$ cat src/rtl/pe_row_conv1d_if.sv
// Stream bundle for the 1-D convolution PE row: weight, ifmap, psum-in and
// psum-out channels. The master side feeds weights/samples and consumes psums.
interface pe_row_conv1d_if #(
  parameter int DW = 8,
  parameter int AW = 21
);
  logic          w_valid;
  logic          w_ready;
  logic [DW-1:0] w_data;
  logic          x_valid;
  logic          x_ready;
  logic [DW-1:0] x_data;
  logic          x_last;
  logic [AW-1:0] p_data;
  logic          o_valid;
  logic          o_ready;
  logic [AW-1:0] o_psum;
  logic          o_last;

  modport master (
    output w_valid, w_data, x_valid, x_data, x_last, p_data, o_ready,
    input  w_ready, x_ready, o_valid, o_psum, o_last
  );

  modport slave (
    input  w_valid, w_data, x_valid, x_data, x_last, p_data, o_ready,
    output w_ready, x_ready, o_valid, o_psum, o_last
  );
endinterface

$ cat src/rtl/pe_row_conv1d.sv
// Runtime-configurable 1-D convolution PE row. Loads up to KMAX weights, slides
// a window over the ifmap stream and emits one psum per full window through a
// two-stage (multiply, add) pipeline that freezes while the output is stalled.
module pe_row_conv1d #(
  parameter int DW   = 8,
  parameter int KMAX = 16,
  parameter int AW   = 2*DW + $clog2(KMAX) + 1,
  parameter int SAT  = 0
) (
  input  logic                      clk,
  input  logic                      rst,
  input  logic                      i_start,
  input  logic [$clog2(KMAX+1)-1:0] i_len,
  input  logic                      i_reuse_w,
  input  logic                      i_psum_en,
  pe_row_conv1d_if.slave            bus,
  output logic                      busy,
  output logic                      done
);
  localparam int LW = $clog2(KMAX+1);
  localparam int IW = (KMAX > 1) ? $clog2(KMAX) : 1;
  localparam int PW = 2*DW;

  typedef enum logic [1:0] {IDLE, LOAD_W, STREAM, DRAIN} state_t;

  state_t               state;
  logic [LW-1:0]        len_r;
  logic [LW-1:0]        wcnt;
  logic [LW-1:0]        xcnt;
  logic                 psum_en_r;
  logic [LW-1:0]        len_clamped;

  logic signed [DW-1:0] w_mem   [KMAX];
  logic signed [DW-1:0] win     [KMAX];
  logic signed [DW-1:0] win_n   [KMAX];
  logic signed [PW-1:0] prod_c  [KMAX];
  logic signed [PW-1:0] s1_prod [KMAX];
  logic [IW-1:0]        idx;

  logic                 s1_valid;
  logic                 s1_last;
  logic signed [AW-1:0] s1_p;
  logic signed [AW-1:0] tree_sum;
  logic signed [AW:0]   final_sum;
  logic signed [AW-1:0] result;

  logic stall;
  logic w_fire;
  logic x_fire;
  logic issue;

  assign stall       = bus.o_valid & ~bus.o_ready;
  assign bus.w_ready = (state == LOAD_W);
  assign bus.x_ready = (state == STREAM) & ~stall;
  assign busy        = (state != IDLE);
  assign w_fire      = bus.w_valid & bus.w_ready;
  assign x_fire      = bus.x_valid & bus.x_ready;
  // A beat issues an output once it completes a window of len samples.
  assign issue       = x_fire & (xcnt >= len_r - LW'(1));

  // Clamp the requested filter length into 1..KMAX.
  always_comb begin
    if (i_len == '0)
      len_clamped = LW'(1);
    else if (i_len > LW'(KMAX))
      len_clamped = LW'(KMAX);
    else
      len_clamped = i_len;
  end

  // Window as it will look after the incoming sample shifts in (index 0 newest).
  always_comb begin
    win_n[0] = bus.x_data;
    for (int k = 1; k < KMAX; k++)
      win_n[k] = win[k-1];
  end

  // Products: w[0] pairs with the oldest sample of the len-deep window.
  always_comb begin
    idx = '0;
    for (int j = 0; j < KMAX; j++) begin
      prod_c[j] = '0;
      if (LW'(j) < len_r) begin
        idx       = IW'(len_r - LW'(1) - LW'(j));
        prod_c[j] = w_mem[j] * win_n[idx];
      end
    end
  end

  // Sum sign-extended products, then add psum-in with wrap or saturation.
  always_comb begin
    tree_sum = '0;
    for (int j = 0; j < KMAX; j++)
      tree_sum = tree_sum + {{(AW-PW){s1_prod[j][PW-1]}}, s1_prod[j]};
    final_sum = {tree_sum[AW-1], tree_sum} + {s1_p[AW-1], s1_p};
    if (SAT != 0 && (final_sum[AW] != final_sum[AW-1]))
      result = final_sum[AW] ? {1'b1, {(AW-1){1'b0}}} : {1'b0, {(AW-1){1'b1}}};
    else
      result = final_sum[AW-1:0];
  end

  // Control FSM: weight loading, sample counting, drain and done pulse.
  always_ff @(posedge clk or posedge rst) begin
    if (rst) begin
      state     <= IDLE;
      len_r     <= LW'(1);
      wcnt      <= '0;
      xcnt      <= '0;
      psum_en_r <= 1'b0;
      done      <= 1'b0;
      for (int k = 0; k < KMAX; k++)
        w_mem[k] <= '0;
    end else begin
      done <= 1'b0;
      case (state)
        IDLE: begin
          if (i_start) begin
            psum_en_r <= i_psum_en;
            xcnt      <= '0;
            wcnt      <= '0;
            if (i_reuse_w) begin
              state <= STREAM;
            end else begin
              len_r <= len_clamped;
              state <= LOAD_W;
            end
          end
        end
        LOAD_W: begin
          if (w_fire) begin
            w_mem[IW'(wcnt)] <= bus.w_data;
            wcnt             <= wcnt + LW'(1);
            if (wcnt == len_r - LW'(1))
              state <= STREAM;
          end
        end
        STREAM: begin
          if (x_fire) begin
            if (xcnt < len_r)
              xcnt <= xcnt + LW'(1);
            if (bus.x_last)
              state <= DRAIN;
          end
        end
        DRAIN: begin
          if (!s1_valid && !stall) begin
            state <= IDLE;
            done  <= 1'b1;
          end
        end
        default: state <= IDLE;
      endcase
    end
  end

  // Sliding window shift register, advanced on every accepted sample.
  always_ff @(posedge clk or posedge rst) begin
    if (rst) begin
      for (int k = 0; k < KMAX; k++)
        win[k] <= '0;
    end else if (x_fire) begin
      for (int k = 0; k < KMAX; k++)
        win[k] <= win_n[k];
    end
  end

  // Multiply and add stages; the whole pipeline holds while the output stalls.
  always_ff @(posedge clk or posedge rst) begin
    if (rst) begin
      s1_valid    <= 1'b0;
      s1_last     <= 1'b0;
      s1_p        <= '0;
      bus.o_valid <= 1'b0;
      bus.o_psum  <= '0;
      bus.o_last  <= 1'b0;
      for (int k = 0; k < KMAX; k++)
        s1_prod[k] <= '0;
    end else if (!stall) begin
      s1_valid <= issue;
      s1_last  <= issue & bus.x_last;
      if (issue) begin
        s1_p <= psum_en_r ? bus.p_data : '0;
        for (int k = 0; k < KMAX; k++)
          s1_prod[k] <= prod_c[k];
      end
      bus.o_valid <= s1_valid;
      bus.o_last  <= s1_valid & s1_last;
      if (s1_valid)
        bus.o_psum <= result;
    end
  end
endmodule

$ cat src/flat_wrapper.sv
// flat-port wrapper written by rule: the top's interface ports become plain ports
module pe_row_conv1d_flat 
#(
  parameter int DW   = 8,
  parameter int KMAX = 16,
  parameter int AW   = 2*DW + $clog2(KMAX) + 1,
  parameter int SAT  = 0
)
  (clk, rst, i_start, i_len, i_reuse_w, i_psum_en, busy, done, bus_w_valid, bus_w_data, bus_x_valid, bus_x_data, bus_x_last, bus_p_data, bus_o_ready, bus_w_ready, bus_x_ready, bus_o_valid, bus_o_psum, bus_o_last);
  pe_row_conv1d_if #(.DW(DW), .AW(AW)) bus_i ();
  input  logic clk;
  input  logic rst;
  input  logic i_start;
  input  logic [$clog2(KMAX+1)-1:0] i_len;
  input  logic i_reuse_w;
  input  logic i_psum_en;
  output logic busy;
  output logic done;
  input wire logic [$bits(bus_i.w_valid)-1:0] bus_w_valid;
  input wire logic [$bits(bus_i.w_data)-1:0] bus_w_data;
  input wire logic [$bits(bus_i.x_valid)-1:0] bus_x_valid;
  input wire logic [$bits(bus_i.x_data)-1:0] bus_x_data;
  input wire logic [$bits(bus_i.x_last)-1:0] bus_x_last;
  input wire logic [$bits(bus_i.p_data)-1:0] bus_p_data;
  input wire logic [$bits(bus_i.o_ready)-1:0] bus_o_ready;
  output wire logic [$bits(bus_i.w_ready)-1:0] bus_w_ready;
  output wire logic [$bits(bus_i.x_ready)-1:0] bus_x_ready;
  output wire logic [$bits(bus_i.o_valid)-1:0] bus_o_valid;
  output wire logic [$bits(bus_i.o_psum)-1:0] bus_o_psum;
  output wire logic [$bits(bus_i.o_last)-1:0] bus_o_last;
  assign bus_i.w_valid = bus_w_valid;
  assign bus_i.w_data = bus_w_data;
  assign bus_i.x_valid = bus_x_valid;
  assign bus_i.x_data = bus_x_data;
  assign bus_i.x_last = bus_x_last;
  assign bus_i.p_data = bus_p_data;
  assign bus_i.o_ready = bus_o_ready;
  assign bus_w_ready = bus_i.w_ready;
  assign bus_x_ready = bus_i.x_ready;
  assign bus_o_valid = bus_i.o_valid;
  assign bus_o_psum = bus_i.o_psum;
  assign bus_o_last = bus_i.o_last;
  pe_row_conv1d #(.DW(DW), .KMAX(KMAX), .AW(AW), .SAT(SAT)) u_core (.clk(clk), .rst(rst), .i_start(i_start), .i_len(i_len), .i_reuse_w(i_reuse_w), .i_psum_en(i_psum_en), .bus(bus_i), .busy(busy), .done(done));
endmodule
$ cat config.mk
export PLATFORM = sky130hd
export DESIGN_NAME = pe_row_conv1d_flat
export DESIGN_NICKNAME = d
export VERILOG_FILES = /design/src/rtl/pe_row_conv1d_if.sv /design/src/rtl/pe_row_conv1d.sv /design/src/flat_wrapper.sv
export SDC_FILE = /design/constraint.sdc
export NUM_CORES = 2
export LEC_CHECK = 0
export BUFFER_PORTS_ARGS = -buffer_cell sky130_fd_sc_hd__buf_2
export CORE_ASPECT_RATIO = 1.1
export CORE_UTILIZATION = 30
export CTS_BUF_LIST = sky130_fd_sc_hd__clkbuf_16
export DETAILED_ROUTE_END_ITERATION = 10
export GPL_TIMING_DRIVEN = 1
export HOLD_SLACK_MARGIN = 0.1
export PLACE_DENSITY_LB_ADDON = 0.05
export SETUP_SLACK_MARGIN = 0.1
export SYNTH_ARGS = -nofsm -noshare
export SYNTH_HDL_FRONTEND = slang
export SYNTH_SLANG_ARGS = --single-unit
$ cat constraint.sdc
create_clock -name clk -period 40.4 [get_ports clk]
set_clock_uncertainty 0.15 [all_clocks]
set_input_delay 8.08 -clock clk [delete_from_list [all_inputs] [get_ports clk]]
set_output_delay 8.08 -clock clk [all_outputs]
set_load 0.02 [all_outputs]
==> results.cfg <==
[cts]
cts_tree = built
post_cts.repair.setup_buffers = 0
cts_buffer_depth = 3
clock_latency_ps = 740
hold_buffers = 0
cts_resized = 0
clk_pin_slew_ps = 60
cts_made_buffers = 83
clock_sinks = 569
htree_levels = 3
clockRootBuffer = clkbuf_16

[job]
cap_viol_max_count = 0

[drt]
wl_per_cell_um = 23.1
vias = 49400
final_antenna_net_count = 0
remaining_drc_errors = 0
wirelength_um = 246000
drt_pre_antenna_iters = 5
highest_layer = met5
detail_route.iter0.violations = 2719
viasPerCell = 4.65
wl_met3_um = 7860
wl_met2_um = 119000
met1_length_um = 114000

[critical_path]
r2r_slack_ps = 30790
setup.worst_path.end_class = primary output
worstSetupPathType = primary input to primary output
r2r_cells = 24
path_cells = buf_2, nand2b_1, and2_1, buf_2
critical_path.max_stage_delay_ps = 260
start_kind = primary input
cp_data_required_time_ps = 32170
r2r_end = u_core.s1_prod[239]$_DFFE_PP0P_
worstPathMaxFanout = 7
slowest_stage = nand2b_1
cp.arrival_ps = 8810
cp_common_cell = buf_2
rr_startpoint = u_core.len_r[0]$_DFFE_PP1P_

[synth]
synthArstFlopShare = 1.00
ys_top_cells_by_area = fa_1, dfrtp_1, ha_1
ys_warn_count = 0
synth_fp_nets = 8885
synth_top_area_cell = fa_1
synth_seq_cells = 569
synth_edf_count = 0
synth_area_um2 = 72900
netlist.area_leader.share = 0.309
ys_types = 67
seq_area_frac_synth = 0.195
avgSynthCellArea_um2 = 10.2
synth-main-ff-cell = dfrtp_1
synth_cells = 7171

[place]
dpl_worst_slack_ps = 23360
dp_hpwl_um = 201000
routabilityCongestion = 0.833
port_buffers = 77

[final_layout]
final_common_cell = inv_1
drive_gt1_frac = 0.0867
nets = 9009
layout_common_cells = inv_1, fa_1, nand2_1, dfrtp_1, and2_1
syn_to_final_growth_pct = 10.6

[die]
ioPinCount = 78
die_h_um = 519
start_util = 0.302
die_x_um = 472
std_cell_rows = 189
dieArea_um2 = 245000
core_um2 = 241000

[sta]
grt_setup_unrepaired = no
period_needed_ps = 17040
max_freq_mhz = 58.7
slew_violations = 0
setup_ws_ps = 23360
hold_violations = 0
setup_violations = 0
tightest_slew_ps = 1330
setup_tns_ps = 0
slew_headroom = 0.0901
fin_crit_sh = 0.422

[global_routing]
grt_max_degree = 150
grt_first_pass_wirelength_um = 366000
overflow = 0
antenna_found_initial = 27
grt_usage = 0.205
grt_pass1_vias = 53000

[min_path]
hp-start = u_core.bus.o_last$_DFFE_PP0N_
hold_depth = 2
holdPathEnd = u_core.bus.o_last$_DFFE_PP0N_
holdCritPathClass = flop to flop

[run_status]
status = finished, final reports clean
[Yosys cell counts (56+ instances only)]
| cell | number |
|---|---|
| a22o_1 | 151 |
| mux4_2 | 126 |
| xnor2_1 | 237 |
| inv_1 | 1445 |
| xor2_1 | 85 |
| mux2_2 | 136 |
| ha_1 | 538 |
| o21ai_0 | 157 |
| nand2_1 | 869 |
| buf_2 | 56 |
| mux2i_1 | 251 |
| nor2_1 | 96 |
| and2_1 | 547 |
| clkbuf_1 | 69 |
| nand2b_1 | 140 |
| a21oi_1 | 152 |
| dfrtp_1 | 568 |
| a21o_1 | 79 |
| fa_1 | 1125 |
[layer usage]
| layer | track usage | vias up |
|---|---|---|
| met1 | 0.282 | 25600 |
| met4 | 0.0443 | 4 |
| met2 | 0.346 | 740 |
| met3 | 0.0200 | 178 |
| met5 | 0 | - |
| li1 | - | 22900 |
[final cells by class]
type,count,area [um^2]
clock buffers,84,2100
flip-flops and latches,569,14200
diodes,15,37.5
repair buffers,191,1280
well taps,3247,4060
clock inverters,68,629
multi-input cells,5000,52900
fillers,24800,161000
inverters,1450,5450
[worst max-delay path: cells and delay by family]
kind	cells	cell delay [ps]
buf+inv	2	250
simple gates	2	480
[worst max-delay path by stage]
stage,start,end,slack (ps),depth (start not counted)
2_1_floorplan,rst,u_core.bus.o_last$_DFFE_PP0N_,16260,1
3_3_place_gp,bus_o_ready,bus_x_ready,23350,4
3_5_place_dp,bus_o_ready,bus_x_ready,23360,4
4_1_cts,bus_o_ready,bus_x_ready,23350,4
5_1_grt,bus_o_ready,bus_x_ready,23290,4
6_report,bus_o_ready,bus_x_ready,23360,4
[kinds of logic (layout without fill, tap and decap cells)]
logic type	count (synthesis)	after routing	synth area share
AND/OR/NAND/NOR	1776	1776	0.118
adder cells (fa/ha/maj)	1663	1663	0.401
buffers and inverters	1602	1793	0.0839
AO/OA/AOI/OAI	720	720	0.0665
flip-flops	569	569	0.195
multiplexers	513	513	0.0944
XOR/XNOR	328	328	0.0403
other	0	15	0
[flip-flops by register name, summed over array words and instances, names as in the netlist, 2 cells and up]
signal,flops
u_core.bus.o_psum,21
u_core.len_r,5
u_core.s1_p,21
u_core.s1_prod,256
u_core.state,2
u_core.xcnt,5
u_core.win,120
u_core.w_mem,128
u_core.wcnt,5
[per-stage QoR]
step / cells / hold WS (ps) / area (um^2) / util
after global routing: 10600 / 357 / 80600 / 0.334
after CTS: 10600 / 326 / 80600 / 0.334
final: 10600 / 317 / 80700 / 0.334
after floorplan: 7171 / 304 / 72900 / -
after detailed placement: 10500 / 312 / 77900 / 0.323
after global placement: 10500 / 304 / 77900 / 0.323
Power is not shown: default switching activity piles up to over one toggle a cycle in this logic, so the estimate is an artifact.
